[src/rtl/cp0_regfile_pkg.sv]
// cp0_regfile_pkg: shared CP0 definitions (register numbers, write masks,
//   reset values, exception type codes) used by the CP0 register file and
//   by the M-stage exception decoder.
// Ports: none (package).
package cp0_regfile_pkg;

  // CP0 register numbers (sel 0)
  localparam logic [4:0] REG_BADVADDR = 5'd8;
  localparam logic [4:0] REG_COUNT    = 5'd9;
  localparam logic [4:0] REG_COMPARE  = 5'd11;
  localparam logic [4:0] REG_STATUS   = 5'd12;
  localparam logic [4:0] REG_CAUSE    = 5'd13;
  localparam logic [4:0] REG_EPC      = 5'd14;
  localparam logic [4:0] REG_PRID     = 5'd15;
  localparam logic [4:0] REG_CONFIG   = 5'd16;

  // Software-writable bits and fixed values
  localparam logic [31:0] STATUS_WMASK = 32'h0000_FF03;  // IM[15:8], EXL, IE
  localparam logic [31:0] STATUS_RESET = 32'h0040_0000;  // BEV=1, reads 1 always
  localparam logic [31:0] CAUSE_WMASK  = 32'h0000_0300;  // IP[9:8]

  // Exception type codes produced by the decoder
  localparam logic [31:0] EXC_INT  = 32'h0000_0001;
  localparam logic [31:0] EXC_ADEL = 32'h0000_0004;
  localparam logic [31:0] EXC_ADES = 32'h0000_0005;
  localparam logic [31:0] EXC_SYS  = 32'h0000_0008;
  localparam logic [31:0] EXC_BP   = 32'h0000_0009;
  localparam logic [31:0] EXC_RI   = 32'h0000_000A;
  localparam logic [31:0] EXC_OV   = 32'h0000_000C;
  localparam logic [31:0] EXC_ERET = 32'h0000_000E;

  // True for a real exception (ERET and unknown codes excluded)
  function automatic logic is_exc_type(input logic [31:0] t);
    return (t == EXC_INT) || (t == EXC_ADEL) || (t == EXC_ADES) ||
           (t == EXC_SYS) || (t == EXC_BP)   || (t == EXC_RI)   ||
           (t == EXC_OV);
  endfunction

  // Cause.ExcCode for a type: interrupts encode as 0, the rest as themselves
  function automatic logic [4:0] exc_code(input logic [31:0] t);
    return (t == EXC_INT) ? 5'd0 : t[4:0];
  endfunction

endpackage

[src/rtl/cp0_regfile_if.sv]
// cp0_regfile_if: pipeline <-> CP0 bus (MTC0/MFC0, interrupt lines,
//   exception commit inputs, architectural register outputs).
// Modports: master = pipeline/decoder side, slave = CP0 register file.
interface cp0_regfile_if;
  logic        we_i;
  logic [4:0]  waddr_i;
  logic [31:0] wdata_i;
  logic [4:0]  raddr_i;
  logic [31:0] rdata_o;
  logic [5:0]  int_i;
  logic        is_except_i;
  logic [31:0] except_type_i;
  logic [31:0] pc_i;
  logic        is_in_delayslot_i;
  logic [31:0] bad_addr_i;
  logic [31:0] status_o;
  logic [31:0] cause_o;
  logic [31:0] epc_o;
  logic [31:0] badvaddr_o;
  logic [31:0] count_o;
  logic [31:0] compare_o;
  logic        timer_int_o;

  modport master (
    output we_i, waddr_i, wdata_i, raddr_i, int_i, is_except_i,
           except_type_i, pc_i, is_in_delayslot_i, bad_addr_i,
    input  rdata_o, status_o, cause_o, epc_o, badvaddr_o, count_o,
           compare_o, timer_int_o
  );

  modport slave (
    input  we_i, waddr_i, wdata_i, raddr_i, int_i, is_except_i,
           except_type_i, pc_i, is_in_delayslot_i, bad_addr_i,
    output rdata_o, status_o, cause_o, epc_o, badvaddr_o, count_o,
           compare_o, timer_int_o
  );
endinterface

[src/rtl/cp0_regfile_timer.sv]
// cp0_timer: free-running Count (+1 every 2 clocks), Compare, and sticky
//   timer interrupt. Optional macro CP0_TIMER_INT_EN enables the interrupt;
//   without it o_timer_int is tied 0 while Count/Compare still work.
// Ports: clk, resetn; i_count_we/i_compare_we + i_wdata write ports;
//   o_count, o_compare, o_timer_int.
module cp0_timer (
  input  logic        clk,
  input  logic        resetn,
  input  logic        i_count_we,
  input  logic        i_compare_we,
  input  logic [31:0] i_wdata,
  output logic [31:0] o_count,
  output logic [31:0] o_compare,
  output logic        o_timer_int
);

  logic        r_tick;
  logic [31:0] r_count;
  logic [31:0] r_compare;

  // Tick phase runs regardless of Count writes so the divide-by-2 cadence
  // is never disturbed by software.
  always_ff @(posedge clk or negedge resetn) begin
    if (!resetn) begin
      r_tick <= 1'b0;
    end else begin
      r_tick <= ~r_tick;
    end
  end

  // A software write wins over the same-cycle increment.
  always_ff @(posedge clk or negedge resetn) begin
    if (!resetn) begin
      r_count <= 32'd0;
    end else if (i_count_we) begin
      r_count <= i_wdata;
    end else if (r_tick) begin
      r_count <= r_count + 32'd1;
    end
  end

  always_ff @(posedge clk or negedge resetn) begin
    if (!resetn) begin
      r_compare <= 32'd0;
    end else if (i_compare_we) begin
      r_compare <= i_wdata;
    end
  end

`ifdef CP0_TIMER_INT_EN
  logic r_timer_int;

  // Compare==0 is treated as "timer disarmed"; writing Compare acknowledges.
  always_ff @(posedge clk or negedge resetn) begin
    if (!resetn) begin
      r_timer_int <= 1'b0;
    end else if (i_compare_we) begin
      r_timer_int <= 1'b0;
    end else if ((r_count == r_compare) && (r_compare != 32'd0)) begin
      r_timer_int <= 1'b1;
    end
  end

  assign o_timer_int = r_timer_int;
`else
  assign o_timer_int = 1'b0;
`endif

  assign o_count   = r_count;
  assign o_compare = r_compare;

endmodule

[src/rtl/cp0_regfile.sv]
// cp0_regfile: MIPS CP0 register file - exception/ERET commit, MTC0/MFC0,
//   Count/Compare timer (cp0_timer). Optional macro CP0_TIMER_INT_EN.
// Ports: clk, resetn (async, active low); bus (cp0_regfile_if.slave) carries
//   MTC0/MFC0, int lines, exception commit inputs and register outputs.
module cp0_regfile
  import cp0_regfile_pkg::*;
#(
  parameter logic [31:0] PRID_VAL   = 32'h004C_0001,
  parameter logic [31:0] CONFIG_VAL = 32'h8000_0000
) (
  input logic           clk,
  input logic           resetn,
  cp0_regfile_if.slave  bus
);

  logic [31:0] r_status;
  logic        r_cause_bd;
  logic [5:0]  r_cause_ip_hw;
  logic [1:0]  r_cause_ip_sw;
  logic [4:0]  r_cause_exc;
  logic [31:0] r_epc;
  logic [31:0] r_badvaddr;

  logic        w_exc;
  logic        w_eret;
  logic        w_mtc0;
  logic        w_byp;
  logic        w_timer_int;
  logic [31:0] w_count;
  logic [31:0] w_compare;
  logic [31:0] w_cause;

  assign w_exc  = bus.is_except_i && is_exc_type(bus.except_type_i);
  assign w_eret = bus.is_except_i && (bus.except_type_i == EXC_ERET);
  // Any commit strobe (even an unknown type) flushes the M-stage MTC0.
  assign w_mtc0 = bus.we_i && !bus.is_except_i;
  assign w_byp  = w_mtc0 && (bus.waddr_i == bus.raddr_i);

  cp0_timer u_timer (
    .clk          (clk),
    .resetn       (resetn),
    .i_count_we   (w_mtc0 && (bus.waddr_i == REG_COUNT)),
    .i_compare_we (w_mtc0 && (bus.waddr_i == REG_COMPARE)),
    .i_wdata      (bus.wdata_i),
    .o_count      (w_count),
    .o_compare    (w_compare),
    .o_timer_int  (w_timer_int)
  );

  always_ff @(posedge clk or negedge resetn) begin
    if (!resetn) begin
      r_status <= STATUS_RESET;
    end else if (w_exc) begin
      r_status[1] <= 1'b1;
    end else if (w_eret) begin
      r_status[1] <= 1'b0;
    end else if (w_mtc0 && (bus.waddr_i == REG_STATUS)) begin
      r_status <= (bus.wdata_i & STATUS_WMASK) | STATUS_RESET;
    end
  end

  // Hardware IP bits are a plain one-cycle sample of the interrupt lines.
  always_ff @(posedge clk or negedge resetn) begin
    if (!resetn) begin
      r_cause_ip_hw <= 6'd0;
    end else begin
      r_cause_ip_hw <= {bus.int_i[5] | w_timer_int, bus.int_i[4:0]};
    end
  end

  // BD and EPC are frozen while EXL is set (nested exception keeps the
  // original return point).
  always_ff @(posedge clk or negedge resetn) begin
    if (!resetn) begin
      r_cause_bd    <= 1'b0;
      r_cause_ip_sw <= 2'd0;
      r_cause_exc   <= 5'd0;
      r_epc         <= 32'd0;
    end else if (w_exc) begin
      r_cause_exc <= exc_code(bus.except_type_i);
      if (!r_status[1]) begin
        r_cause_bd <= bus.is_in_delayslot_i;
        r_epc      <= bus.is_in_delayslot_i ? (bus.pc_i - 32'd4) : bus.pc_i;
      end
    end else if (w_mtc0 && (bus.waddr_i == REG_CAUSE)) begin
      r_cause_ip_sw <= bus.wdata_i[9:8];
    end else if (w_mtc0 && (bus.waddr_i == REG_EPC)) begin
      r_epc <= bus.wdata_i;
    end
  end

  always_ff @(posedge clk or negedge resetn) begin
    if (!resetn) begin
      r_badvaddr <= 32'd0;
    end else if (w_exc && ((bus.except_type_i == EXC_ADEL) ||
                           (bus.except_type_i == EXC_ADES))) begin
      r_badvaddr <= bus.bad_addr_i;
    end
  end

  assign w_cause = {r_cause_bd, 15'd0, r_cause_ip_hw, r_cause_ip_sw, 1'b0,
                    r_cause_exc, 2'b00};

  // MFC0 with same-cycle MTC0 bypass; read-only registers never bypass.
  always_comb begin
    bus.rdata_o = 32'd0;
    case (bus.raddr_i)
      REG_STATUS:   bus.rdata_o = w_byp ? ((bus.wdata_i & STATUS_WMASK) | STATUS_RESET)
                                        : r_status;
      REG_CAUSE:    bus.rdata_o = w_byp ? {w_cause[31:10], bus.wdata_i[9:8], w_cause[7:0]}
                                        : w_cause;
      REG_EPC:      bus.rdata_o = w_byp ? bus.wdata_i : r_epc;
      REG_COUNT:    bus.rdata_o = w_byp ? bus.wdata_i : w_count;
      REG_COMPARE:  bus.rdata_o = w_byp ? bus.wdata_i : w_compare;
      REG_BADVADDR: bus.rdata_o = r_badvaddr;
      REG_PRID:     bus.rdata_o = PRID_VAL;
      REG_CONFIG:   bus.rdata_o = CONFIG_VAL;
      default:      bus.rdata_o = 32'd0;
    endcase
  end

  assign bus.status_o    = r_status;
  assign bus.cause_o     = w_cause;
  assign bus.epc_o       = r_epc;
  assign bus.badvaddr_o  = r_badvaddr;
  assign bus.count_o     = w_count;
  assign bus.compare_o   = w_compare;
  assign bus.timer_int_o = w_timer_int;

endmodule

[src/flat_wrapper.sv]
// flat-port wrapper written by rule: the top's interface ports become plain ports
module cp0_regfile_flat import cp0_regfile_pkg::*;
#(
  parameter logic [31:0] PRID_VAL   = 32'h004C_0001,
  parameter logic [31:0] CONFIG_VAL = 32'h8000_0000
)
  (clk, resetn, bus_we_i, bus_waddr_i, bus_wdata_i, bus_raddr_i, bus_int_i, bus_is_except_i, bus_except_type_i, bus_pc_i, bus_is_in_delayslot_i, bus_bad_addr_i, bus_rdata_o, bus_status_o, bus_cause_o, bus_epc_o, bus_badvaddr_o, bus_count_o, bus_compare_o, bus_timer_int_o);
  cp0_regfile_if bus_i ();
  input logic clk;
  input logic resetn;
  input wire logic [$bits(bus_i.we_i)-1:0] bus_we_i;
  input wire logic [$bits(bus_i.waddr_i)-1:0] bus_waddr_i;
  input wire logic [$bits(bus_i.wdata_i)-1:0] bus_wdata_i;
  input wire logic [$bits(bus_i.raddr_i)-1:0] bus_raddr_i;
  input wire logic [$bits(bus_i.int_i)-1:0] bus_int_i;
  input wire logic [$bits(bus_i.is_except_i)-1:0] bus_is_except_i;
  input wire logic [$bits(bus_i.except_type_i)-1:0] bus_except_type_i;
  input wire logic [$bits(bus_i.pc_i)-1:0] bus_pc_i;
  input wire logic [$bits(bus_i.is_in_delayslot_i)-1:0] bus_is_in_delayslot_i;
  input wire logic [$bits(bus_i.bad_addr_i)-1:0] bus_bad_addr_i;
  output wire logic [$bits(bus_i.rdata_o)-1:0] bus_rdata_o;
  output wire logic [$bits(bus_i.status_o)-1:0] bus_status_o;
  output wire logic [$bits(bus_i.cause_o)-1:0] bus_cause_o;
  output wire logic [$bits(bus_i.epc_o)-1:0] bus_epc_o;
  output wire logic [$bits(bus_i.badvaddr_o)-1:0] bus_badvaddr_o;
  output wire logic [$bits(bus_i.count_o)-1:0] bus_count_o;
  output wire logic [$bits(bus_i.compare_o)-1:0] bus_compare_o;
  output wire logic [$bits(bus_i.timer_int_o)-1:0] bus_timer_int_o;
  assign bus_i.we_i = bus_we_i;
  assign bus_i.waddr_i = bus_waddr_i;
  assign bus_i.wdata_i = bus_wdata_i;
  assign bus_i.raddr_i = bus_raddr_i;
  assign bus_i.int_i = bus_int_i;
  assign bus_i.is_except_i = bus_is_except_i;
  assign bus_i.except_type_i = bus_except_type_i;
  assign bus_i.pc_i = bus_pc_i;
  assign bus_i.is_in_delayslot_i = bus_is_in_delayslot_i;
  assign bus_i.bad_addr_i = bus_bad_addr_i;
  assign bus_rdata_o = bus_i.rdata_o;
  assign bus_status_o = bus_i.status_o;
  assign bus_cause_o = bus_i.cause_o;
  assign bus_epc_o = bus_i.epc_o;
  assign bus_badvaddr_o = bus_i.badvaddr_o;
  assign bus_count_o = bus_i.count_o;
  assign bus_compare_o = bus_i.compare_o;
  assign bus_timer_int_o = bus_i.timer_int_o;
  cp0_regfile #(.PRID_VAL(PRID_VAL), .CONFIG_VAL(CONFIG_VAL)) u_core (.clk(clk), .resetn(resetn), .bus(bus_i));
endmodule
[config.mk]
export PLATFORM = sky130hd
export DESIGN_NAME = cp0_regfile_flat
export DESIGN_NICKNAME = d
export VERILOG_FILES = /design/src/rtl/cp0_regfile_pkg.sv /design/src/rtl/cp0_regfile_if.sv /design/src/rtl/cp0_regfile_timer.sv /design/src/rtl/cp0_regfile.sv /design/src/flat_wrapper.sv
export SDC_FILE = /design/constraint.sdc
export NUM_CORES = 1
export LEC_CHECK = 0
export ABC_CLOCK_PERIOD_IN_PS = 10180
export BUFFER_PORTS_ARGS = -buffer_cell sky130_fd_sc_hd__buf_2
export CAP_MARGIN = 20
export CORE_AREA = 4 4 143 145
export DETAILED_ROUTE_END_ITERATION = 8
export DIE_AREA = 0 0 147 149
export GPL_TIMING_DRIVEN = 1
export PLACE_DENSITY = 0.81
export SKIP_CTS_REPAIR_TIMING = 1
export SYNTH_ARGS = -nofsm -noshare
export SYNTH_HDL_FRONTEND = slang
export SYNTH_SLANG_ARGS = --single-unit
[constraint.sdc]
create_clock -name clk -period 10.18 [get_ports clk]
set_clock_uncertainty 0.1 [all_clocks]
set_input_delay 2.545 -clock clk [delete_from_list [all_inputs] [get_ports clk]]
set_output_delay 2.545 -clock clk [all_outputs]
set_load 0.01 [all_outputs]
; After elaboration in Yosys (flattened, before gate mapping)
; Cells that the tools add are included.
; W data, S select, Z words.
[word_totals]
ff_bits = 153
input_bits = 149
[classes]
add_sub_neg = 2
eq_ne = 24
n_mux = 17
bitwise = 4
n_reduce_logical = 25
[op_table]
columns = op, count
row1 = $mux W32, 10
row2 = $pmux W32 S8, 1
row3 = $eq A32 B4 Y1 const B, 5
row4 = $eq A32 B3 Y1 const B, 2
row5 = $eq A5 B4 Y1 const B, 12
row6 = $add A32 B1 Y32 const B, 1
row7 = $eq A32 B1 Y1 const B, 1
row8 = $sub A32 B3 Y32 const B, 1
row9 = $mux W16, 1
row10 = $logic_and A1 B1 Y1, 10
row11 = $mux W10, 1
row12 = $logic_or A1 B1 Y1, 7
row13 = $reduce_and A3 Y1, 2
row14 = $eq A5 B5 Y1, 1
row15 = $eq A5 B5 Y1 const B, 1
row16 = $mux W5, 1
row17 = $not A1 Y1, 4
row18 = $reduce_and A2 Y1, 2
row19 = $reduce_bool A2 Y1, 2
row20 = $reduce_bool A3 Y1, 1
row21 = $mux W1, 2
row22 = $mux W2, 1
row23 = $ne A2 B1 Y1 const B, 1
row24 = $ne A2 B2 Y1 const B, 1
row25 = $logic_not A1 Y1, 1

; Longest topological paths before layout
[logic_depth]
ltp_word = 10
depth_mapped = 9

; By module
; From an unflattened synthesis, not the netlist that was laid out.
[unflattened]
cells_unflattened = 886
area_unflattened_um2 = 8979.9
[modules_own_cells]
columns = module, area_per_inst_um2, cells_per_inst, n_inst
row1 = cp0_regfile, 5860.6, 594, 1
row2 = cp0_timer, 3119.2, 292, 1

; Worst setup path before layout
; OpenSTA, ideal clock, no wires.
[synth_timing]
kind = input to output
startpoint = in bus_raddr_i[2]
endpoint = out bus_rdata_o[17]
setup_slack_ns = 3.114
n_path_buf = 2
arrival_time_ns = 4.421
stages = 7
path_cell_list = clkbuf_1 -> xnor2_1 -> nand4_1 -> nor4b_2 -> o31a_1 -> clkbuf_1 -> a221o_1
[synth_between]
elab_chain_cells = 4
[synth_lines]
columns = item, line
row1 = from (decl), flat_wrapper.sv:14  ; input wire logic [$bits(bus_i.raddr_i)-1:0] bus_raddr_i;
row2 = $eq A5 B5 Y1, cp0_regfile.sv:37  ; assign w_byp = w_mtc0 && (bus.waddr_i == bus.raddr_i);
row3 = $logic_and A1 B1 Y1, cp0_regfile.sv:37
row4 = $mux W32 (on tied branches), "cp0_regfile.sv:114, cp0_regfile.sv:112, cp0_regfile.sv:113"
row5 = $pmux W32 S8 (*), cp0_regfile.sv:107  ; case (bus.raddr_i)
row6 = to (decl), flat_wrapper.sv:21  ; output wire logic [$bits(bus_i.rdata_o)-1:0] bus_rdata_o;
; Mark *: on every way between the ends. The rest lies on a longest branch, timed or not.

; Worst setup path in the final report
[layout_timing]
startpoint = in bus_raddr_i[2]
endpoint = out bus_rdata_o[28]
; The elaborated chain is that of the path after synthesis.

==> metrics <==
status=finished, final reports clean; asr flop ratio synth=100.0%; Syn Std Cell Area=8931 um2; Core Rows=51; CTS Buf Count=17; type of destination of the critical path=primary output; vias in the first global route=8817; leak pwr=between 0.005 and 0.006 uW; #FFs+latches synth=153; first-pass GRT wire length=roughly 52 mm; Max Cap Viol=0; peak supply drop=approximately 0.11 mV; Core Footprint=19210 um2; final hold vios=0; CTS tree=yes; largest family of logic cells by synthesized area=compound AO/OA/AOI/OAI gates; Clk pin slew, worst setup/hold paths=about 0.07 ns; worst hold path type=register to register; Residual DRC=0; Gate Count Post-Synth=911; DRT Pass-1 Iters=9; Detail Placement HPWL=25.93 mm; Post-Syn Area per Cell=9.804 um2; clock tree buffer depth=2; die area=21900 um2; mux share of post-synthesis cell area=roughly 11%; EDFF count, synth=0; compound-cell area share of the yosys netlist=17.36%; initial core utilization=46.50%; worst slack at placement=2.475 ns; crit path DAT=5.05 ns; clk sinks=153; most common cell after layout, fill and taps aside=buf_2; Post-Synth XOR/XNOR Area=5.001%; All-Layer GR Usage=between 30% and 40%; Setup CP Type=input port to primary output; post-layout minimum cycle time=~7.7 ns; pwr/cell area=162.4 nW/um2; commonest cells after routing, fill and taps aside=331 x buf_2, 153 x dfrtp_1, 67 x mux2_2; Syn-to-layout area delta=26.73%; H-tree depth=4; DRT iter0 DRCs=796; fillcell total=around 1700; largest net degree at the start of global routing=94; Avg Vias per Cell=roughly 6.0; gp weighted congestion=0.8836; final slew viol count=0; total congestion overflow=0; routed vias=8949; Required @ worst endpoint=7.54 ns; setup_tns=0 ns; Worst Max-Slew Pin Slew=1.139 ns; Max Fclk=~130 MHz; number of port buffers=332; Die Ht=149 um; initial antenna violation count=4; share of cells above drive strength 1=37.96%; Post-Synth Adder-Cell Area=less than 1%; routed len/inst=approximately 23 um; Simple-Gate Fraction of Synth Area=16.31%; root buffer cell=clkbuf_16; nets=1363; Rel. slew slack=23.76%; Worst Path Max Fanout=16; Primary FF master, synth=dfrtp_1; worst setup margin=2.483 ns; CP startpoint kind=input port; antenna viol nets, final=0; Yosys Warn Count=0; # IOs=374; Final Util=58.93%; post-synthesis cell type count=about 60; Die Wd=roughly 150 um; final setup fails=0; RSZ-0062 raised after global routing=false; drt total wl=34.22 mm; Worst-Skew Late Latency=0.43 ns; sequential share of the synthesized area=a little over two fifths; final critical-path share of the clock period=roughly 76%
## layer usage
layer	routed length (um)	track usage, %	part of all wire (%)
met1	13120	38.22	38
met2	16590	52.68	48
met4	1490	13.42	4.4
met5	7	0	0.020
met3	3012	5.652	8.8
## cell usage after synthesis, types with 4 or more instances
master,number,area share (%)
o21ai_0,50,2.8
xor2_1,11,1.1
buf_4,42,3.5
a22o_1,11,1.1
and4_1,4,0.39
or3_1,9,0.63
nor3_1,39,2.2
inv_1,18,0.76
nand2_1,64,2.7
o22ai_1,13,0.91
o2bb2ai_1,13,1.3
a222oi_1,22,2.5
o21a_1,5,0.42
a221o_1,14,1.6
nor4_1,24,1.7
o21ai_1,6,0.34
xnor2_1,40,3.9
nand3_1,30,1.7
dfrtp_1,153,43
and3_1,10,0.70
o221ai_1,7,0.69
a221oi_1,4,0.39
clkbuf_1,57,2.4
buf_1,5,0.21
nand4_1,12,0.84
a22oi_1,19,1.6
mux2_2,67,8.4
a311o_1,4,0.45
mux2_1,4,0.50
or4_1,11,0.92
o31a_1,6,0.59
a21oi_1,14,0.78
a31oi_1,4,0.28
nor2_1,47,2.0
nand2b_1,5,0.35
o31ai_1,4,0.34
mux2i_1,18,2.0
## per-stage QoR
step	total power [uW]	hold WS, ns	std cells	cell area (um2)
after floorplan	983.6	0.3972	950	9077
after detailed placement	1187	0.3981	1457	10680
after global placement	1174	0.3868	1456	10670
after CTS	1846	0.4146	1489	11300
final	1838	0.4142	1493	11320
after global routing	1921	0.4427	1493	11320
## kinds of logic after synthesis
family | count (synthesis)
AO/OA/AOI/OAI | 210
XOR/XNOR | 51
adder cells (fa/ha/maj) | 2
buffers and inverters | 125
flip-flops | 153
multiplexers | 89
other | 2
AND/OR/NAND/NOR | 279
## flip-flops by register name (all words and copies together), names as in the netlist
signal	flops
u_core.bus.badvaddr_o	32
u_core.bus.epc_o	32
u_core.u_timer.o_compare	32
u_core.u_timer.o_count	32
u_core.bus.status_o	10
u_core.r_cause_ip_hw	6
u_core.r_cause_exc	5
u_core.r_cause_ip_sw	2
u_core.r_cause_bd	1
u_core.u_timer.r_tick	1
## final cells by class
cell class,count,area (um2),share of cell area (%)
antenna,3,7.507,0.06633
sequential,153,3829,33.83
clock inverter,14,178.9,1.581
inverter,18,67.56,0.5969
multi-input combinational,672,4658,41.16
timing repair buffer,350,1807,15.96
clock buffer,18,439.2,3.880
tap,265,331.6,2.929
## critical path, cell delays in order
cell and delay [ns]:
buf_2 0.19, nand3b_1 0.16, nor3b_2 0.93, o31a_1 0.76
a221o_1 0.31, buf_2 0.14
## path summary, 6_finish.rpt
kind                                                         from                                endpoint  cells past startpoint  slack (ns)
setup / recovery                                   bus_raddr_i[2]                         bus_rdata_o[28]                      6        2.48
hold / removal                  u_core.r_cause_exc[3]$_DFFE_PN0N_       u_core.r_cause_exc[3]$_DFFE_PN0N_                      2        0.41
setup reg to reg           u_core.u_timer.o_count[11]$_DFFE_PN0P_  u_core.u_timer.o_count[31]$_DFFE_PN0P_                      5        7.59
hold reg to reg                 u_core.r_cause_exc[3]$_DFFE_PN0N_       u_core.r_cause_exc[3]$_DFFE_PN0N_                      2        0.41
max in group asynchronous                                  resetn   u_core.u_timer.o_count[7]$_DFFE_PN0P_                      2        6.46
min in group asynchronous                                  resetn    u_core.bus.badvaddr_o[2]$_DFFE_PN0P_                      1        2.09
## report_power, final
group	total [uW]	switching [uW]	internal [uW]
Combinational	388	219	169
Clock	660	300	360
Sequential	790	105	685
Power figures use the tool's default switching activity.
